`src/rtl/coin_scheduler.sv`:
```
// Falling-coin frame scheduler: once per accepted frame it walks four coin slots,
// erases and redraws each live coin one step lower, detects collection and misses,
// and periodically spawns a coin in the lane supplied by the track generator.
module coin_scheduler #(
    parameter int unsigned SPAWN_PERIOD = 20,
    parameter int unsigned Y_STEP       = 1,
    parameter int unsigned Y_MAX        = 119,
    parameter int unsigned PLAYER_Y     = 110
) (
    input  logic       clk,
    input  logic       reset_n,
    input  logic       enable_i,
    input  logic       frame_tick_i,
    input  logic [7:0] track_x_i,
    input  logic [7:0] player_x_i,
    input  logic       draw_done_i,
    output logic       gen_go_o,
    output logic       draw_req_o,
    output logic [7:0] draw_x_o,
    output logic [6:0] draw_y_o,
    output logic       draw_erase_o,
    output logic [3:0] coin_active_o,
    output logic       coin_collected_o,
    output logic       coin_missed_o,
    output logic       busy_o
);

    typedef enum logic [2:0] {
        StIdle, StScan, StErase, StEraseWait, StMove, StDraw, StDrawWait, StSpawn
    } state_e;

    localparam logic [7:0] CntReload = 8'(SPAWN_PERIOD - 1);

    state_e          state_q, state_d, adv_state;
    logic [1:0]      slot_q, slot_d, free_idx;
    logic [3:0]      active_q, active_d;
    logic [3:0][7:0] x_q, x_d;
    logic [3:0][6:0] y_q, y_d;
    logic [7:0]      cnt_q, cnt_d;
    logic            pending_q, pending_d;
    logic            spawning_q, spawning_d;
    logic            free_found, hit_player, past_bottom;
    logic [7:0]      ny;

    logic            gen_go_q, gen_go_d;
    logic            draw_req_q, draw_req_d;
    logic [7:0]      draw_x_q, draw_x_d;
    logic [6:0]      draw_y_q, draw_y_d;
    logic            draw_erase_q, draw_erase_d;
    logic            collected_q, collected_d;
    logic            missed_q, missed_d;
    logic            busy_q, busy_d;

    // State, slot storage and registered outputs; reset abandons any plotter job
    always_ff @(posedge clk) begin
        if (!reset_n) begin
            state_q      <= StIdle;
            slot_q       <= '0;
            active_q     <= '0;
            x_q          <= '0;
            y_q          <= '0;
            cnt_q        <= CntReload;
            pending_q    <= 1'b0;
            spawning_q   <= 1'b0;
            gen_go_q     <= 1'b0;
            draw_req_q   <= 1'b0;
            draw_x_q     <= '0;
            draw_y_q     <= '0;
            draw_erase_q <= 1'b0;
            collected_q  <= 1'b0;
            missed_q     <= 1'b0;
            busy_q       <= 1'b0;
        end else begin
            state_q      <= state_d;
            slot_q       <= slot_d;
            active_q     <= active_d;
            x_q          <= x_d;
            y_q          <= y_d;
            cnt_q        <= cnt_d;
            pending_q    <= pending_d;
            spawning_q   <= spawning_d;
            gen_go_q     <= gen_go_d;
            draw_req_q   <= draw_req_d;
            draw_x_q     <= draw_x_d;
            draw_y_q     <= draw_y_d;
            draw_erase_q <= draw_erase_d;
            collected_q  <= collected_d;
            missed_q     <= missed_d;
            busy_q       <= busy_d;
        end
    end

    // Shared decode: moved row (8 bits so it never wraps), outcomes, lowest free slot
    always_comb begin
        ny          = {1'b0, y_q[slot_q]} + 8'(Y_STEP);
        hit_player  = (ny == 8'(PLAYER_Y)) && (x_q[slot_q] == player_x_i);
        past_bottom = ny > 8'(Y_MAX);
        free_found  = 1'b0;
        free_idx    = 2'd0;
        for (int i = 3; i >= 0; i--) begin
            if (!active_q[i]) begin
                free_found = 1'b1;
                free_idx   = 2'(i);
            end
        end
        adv_state = (slot_q == 2'd3) ? (pending_q ? StSpawn : StIdle) : StScan;
    end

    // Next-state and slot datapath
    always_comb begin
        state_d    = state_q;
        slot_d     = slot_q;
        active_d   = active_q;
        x_d        = x_q;
        y_d        = y_q;
        cnt_d      = cnt_q;
        pending_d  = pending_q;
        spawning_d = spawning_q;
        unique case (state_q)
            StIdle: begin
                if (frame_tick_i && enable_i) begin
                    state_d    = StScan;
                    slot_d     = 2'd0;
                    spawning_d = 1'b0;
                    if (cnt_q == 8'd0) pending_d = 1'b1;
                    else               cnt_d     = cnt_q - 8'd1;
                end
            end
            StScan: begin
                if (active_q[slot_q]) begin
                    state_d = StErase;
                end else begin
                    slot_d  = slot_q + 2'd1;
                    state_d = adv_state;
                end
            end
            StErase:     state_d = StEraseWait;
            StEraseWait: if (draw_done_i) state_d = StMove;
            StMove: begin
                if (hit_player || past_bottom) begin
                    active_d[slot_q] = 1'b0;
                    x_d[slot_q]      = '0;
                    y_d[slot_q]      = '0;
                    slot_d           = slot_q + 2'd1;
                    state_d          = adv_state;
                end else begin
                    y_d[slot_q] = ny[6:0];
                    state_d     = StDraw;
                end
            end
            StDraw: state_d = StDrawWait;
            StDrawWait: begin
                if (draw_done_i) begin
                    if (spawning_q) begin
                        spawning_d = 1'b0;
                        state_d    = StIdle;
                    end else begin
                        slot_d  = slot_q + 2'd1;
                        state_d = adv_state;
                    end
                end
            end
            StSpawn: begin
                pending_d = 1'b0;
                if (free_found) begin
                    active_d[free_idx] = 1'b1;
                    x_d[free_idx]      = track_x_i;
                    y_d[free_idx]      = '0;
                    cnt_d              = CntReload;
                    slot_d             = free_idx;
                    spawning_d         = 1'b1;
                    state_d            = StDraw;
                end else begin
                    // Counter stays at zero so the spawn is retried next frame
                    cnt_d   = 8'd0;
                    state_d = StIdle;
                end
            end
            default: state_d = StIdle;
        endcase
    end

    // Next values of the registered outputs
    always_comb begin
        gen_go_d     = 1'b0;
        collected_d  = 1'b0;
        missed_d     = 1'b0;
        draw_req_d   = draw_req_q;
        draw_x_d     = draw_x_q;
        draw_y_d     = draw_y_q;
        draw_erase_d = draw_erase_q;
        busy_d       = (state_d != StIdle);
        unique case (state_q)
            StErase, StDraw: begin
                draw_req_d   = 1'b1;
                draw_x_d     = x_q[slot_q];
                draw_y_d     = y_q[slot_q];
                draw_erase_d = (state_q == StErase);
            end
            StEraseWait, StDrawWait: if (draw_done_i) draw_req_d = 1'b0;
            StMove: begin
                if (hit_player)       collected_d = 1'b1;
                else if (past_bottom) missed_d    = 1'b1;
            end
            StSpawn: gen_go_d = free_found;
            default: ;
        endcase
    end

    assign gen_go_o         = gen_go_q;
    assign draw_req_o       = draw_req_q;
    assign draw_x_o         = draw_x_q;
    assign draw_y_o         = draw_y_q;
    assign draw_erase_o     = draw_erase_q;
    assign coin_active_o    = active_q;
    assign coin_collected_o = collected_q;
    assign coin_missed_o    = missed_q;
    assign busy_o           = busy_q;

endmodule

```
`config.mk`:
```
export PLATFORM = sky130hd
export DESIGN_NAME = coin_scheduler
export DESIGN_NICKNAME = d
export VERILOG_FILES = /design/src/rtl/coin_scheduler.sv
export SDC_FILE = /design/constraint.sdc
export NUM_CORES = 1
export LEC_CHECK = 0
export CORE_MARGIN = 3
export CORE_UTILIZATION = 40
export CTS_CLUSTER_SIZE = 28
export DETAILED_ROUTE_END_ITERATION = 10
export GPL_ROUTABILITY_DRIVEN = 0
export PLACE_DENSITY = 0.58
export SKIP_CTS_REPAIR_TIMING = 1
export SLEW_MARGIN = 20
export SYNTH_ARGS = -nofsm -noshare
export SYNTH_HDL_FRONTEND = slang
export SYNTH_SLANG_ARGS = --single-unit
```
`constraint.sdc`:
```
create_clock -name clk -period 9.63 [get_ports clk]
set_clock_uncertainty 0.05 [all_clocks]
set_input_delay 1.926 -clock clk [delete_from_list [all_inputs] [get_ports clk]]
set_output_delay 1.926 -clock clk [all_outputs]
set_load 0.01 [all_outputs]
```
==> results.json <==
{
  "top_layer": "met4",
  "ys_seq_elements": 100,
  "synth_adder_area_share_pct": 2.426,
  "cp_top_family": "buffers and inverters",
  "syn2layout_area_growth_pct": 17.57,
  "finalHoldViolCount": 0,
  "postRouteAntennaNets": 0,
  "synth_mux_area_share_pct": 11.00,
  "met2RoutedLength_um": 5487,
  "drt_iter0_markers": 378,
  "outcome": "finished clean",
  "synth_compound_area_share_pct": 19.95,
  "slew_violations": 0,
  "io_pins": 46,
  "maxCapViolations": 0,
  "arrival_ns": 4.64,
  "syn_nets": 524,
  "drc_errors": 0,
  "period_share_pct": 45.76,
  "vias_per_cell": 5.776,
  "rows": 38,
  "path_class": "input pin to flop",
  "die_w_um": 113.7,
  "portBuffers": 45,
  "cts_buffer_depth": 2,
  "async_flop_share_pct": 0,
  "fillers": 1073,
  "synth_top_family_by_area": "compound AO/OA/AOI/OAI gates",
  "rsz0062_at_grt": "no",
  "cp_num_buf_inv": 2,
  "cts_tree": "done",
  "synth_ff_type": "dfxtp_1",
  "clock-root-buffer": "clkbuf_16",
  "slew_headroom_pct": 28.03,
  "synthXorXnorAreaFrac_pct": 3.396,
  "final_core_util_pct": 49.27,
  "avgSynthCellArea_um2": 9.397,
  "slowest_stage": "clkdlybuf4s50_1",
  "cts_max_level": 3,
  "drive_gt1_share_pct": 8.818,
  "cp.required_ns": 9.87,
  "initial_core_util_pct": 41.90,
  "slowest_delay_ns": 1.00,
  "hp-class": "flop to flop",
  "antenna_found_initial": 0,
  "cp_max_fo": 46,
  "fin_crit_ns": 4.407,
  "cp-start-kind": "input pin",
  "worst_pin_slew_ns": 1.079,
  "timing.fmax_ghz": 0.2269,
  "cts-buffers-inserted": 9,
  "grt_overflow_total": 0,
  "worstSkewPairLatency_ns": 0.35,
  "p_per_area_mw_per_mm2": 149.0,
  "drtPass1Iterations": 5,
  "track_usage_pct": 19.04,
  "syn-cell-area_mm2": 0.004642,
  "ys_seq_area_share_pct": 43.13,
  "r2r_slack_ns": 5.69,
  "dp.cells": 657,
  "dr_wl_met3_um": 696,
  "grt_pass1_vias": 3752,
  "die_h_um": 113.7,
  "synthCells": 494,
  "yosys_warnings": 0,
  "critPathCaptureType": "flop",
  "synth.distinct_cells": 60,
  "instances_no_fill": 673,
  "core_area_mm2": 0.01108,
  "hpwl_um": 8517,
  "route.detailed.wl_per_inst_um": 17.86,
  "leakagePower_nw": 1.867,
  "crit_chain": "clkdlybuf4s50_1, inv_2, nor3_1, a22o_1",
  "vias": 3887,
  "clkTransAtPathRegs_ns": 0.07,
  "met1Wirelength_um": 5620,
  "finalNetCount": 558,
  "wirelength_um": 12020,
  "tns_ns": 0,
  "ir_worst_vdd_mv": 0.1009,
  "die_area_mm2": 0.01293,
  "yosys.area_share.simple_pct": 15.80,
  "setup_viol": 0,
  "grt_pass1_wl_um": 19560,
  "cts_sinks": 100,
  "antennaDiodeCount": 0,
  "grt_max_degree": 47,
  "synth-edff-count": 0
}
## cell usage in the layout, fill, tap and decap left out, types with 8 or more instances in the layout
cell / count
clkbuf_16: 9
clkdlybuf4s50_1: 45
dfxtp_1: 100
nand2_1: 48
nor3_1: 13
a22oi_1: 8
o21ai_0: 26
xnor2_1: 15
mux4_2: 16
a21oi_1: 25
and2_1: 8
inv_1: 22
ha_1: 9
nor2_1: 60
o22ai_1: 8
a22o_1: 24
mux2i_1: 15
## kinds of logic (layout without fill, tap and decap cells)
family                     count (synthesis)  count (layout)
AOI/OAI and AO/OA                        131             131
xor gates and xnor gates                  18              18
adders and majority gates                  9               9
buffers and inverters                     47              86
DFF                                      100             100
muxes                                     31              31
and+or+nand+nor                          158             158
## routing by layer
layer  vias to the layer above  track usage [%]
met4                         0            5.849
met1                      1879            26.47
met2                       126            30.23
li1                       1862                -
met3                        20            3.395
met5                         -                0
## per-stage QoR
step | instance area [um^2] | hold slack (ns) | worst slack, ns | total power [mW]
2_1_floorplan | 4642 | 0.3699 | 5.956 | 0.4547
3_3_place_gp | 5172 | 0.3837 | 4.974 | 0.4740
3_5_place_dp | 5172 | 0.3927 | 4.850 | 0.4746
4_1_cts | 5458 | 0.4030 | 5.210 | 0.8199
5_1_grt | 5458 | 0.4285 | 4.914 | 0.8388
6_report | 5458 | 0.4026 | 5.223 | 0.8132
## cell type report
| type | instances | area [um^2] | share of cell area, % |
|---|---|---|---|
| Timing Repair Buffer | 47 | 465.4 | 8.528 |
| Clock buffer | 11 | 242.7 | 4.448 |
| Tap cell | 140 | 175.2 | 3.210 |
| Inverter | 23 | 86.33 | 1.582 |
| Multi-Input combinational cell | 347 | 2444 | 44.77 |
| Sequential cell | 100 | 2002 | 36.68 |
| Clock inverter | 5 | 42.54 | 0.7795 |
## registers in the layout (all words and copies together) (netlist names)
register and flops:
x_q 32, y_q 28, cnt_q 8, draw_x_o 8
draw_y_o 7, coin_active_o 4, state_q 3, slot_q 2
busy_o 1, coin_collected_o 1, coin_missed_o 1, draw_erase_o 1
draw_req_o 1, gen_go_o 1, pending_q 1, spawning_q 1
## worst register-to-register path, cell delays in order (launching register included)
cell      delay, ns
dfxtp_1        0.44
buf_4          0.37
mux4_2         0.71
ha_1           0.28
xor2_1         0.35
nand4_1        0.17
nor3_2         0.25
o221ai_2       0.26
and2_4         0.27
o41a_1         0.42
a211o_1        0.27
## power by group
group	switching, mW	internal (mW)	leakage (nW)
registers	0.00257	0.415	0.806
clock network	0.163	0.186	0.142
logic	0.0276	0.0193	0.919
## path summary, 6_finish.rpt
path                   from  endpoint  depth (start not counted)
setup / recovery    reset_n    x_q[0]                          4
setup reg to reg  slot_q[0]    busy_o                         10
hold reg to reg     y_q[15]   y_q[15]                          2
hold / removal      y_q[15]   y_q[15]                          2
## Yosys cell counts, types with 5 or more instances
library cell	count	area share, %
mux4_2	16	7.8
ha_1	9	2.4
a22o_1	24	4.5
a22oi_1	8	1.3
dfxtp_1	100	43
nand2_1	48	3.9
and2_1	8	1.1
nand3_1	5	0.54
nor2_1	60	4.9
o21ai_0	26	2.8
a21oi_1	25	2.7
xnor2_1	15	2.8
o22ai_1	8	1.1
mux2i_1	15	3.2
and3_1	5	0.67
buf_1	5	0.40
nor3_1	13	1.4
clkbuf_1	15	1.2
inv_1	22	1.8
No activity file was read; power rests on OpenSTA's default activity.
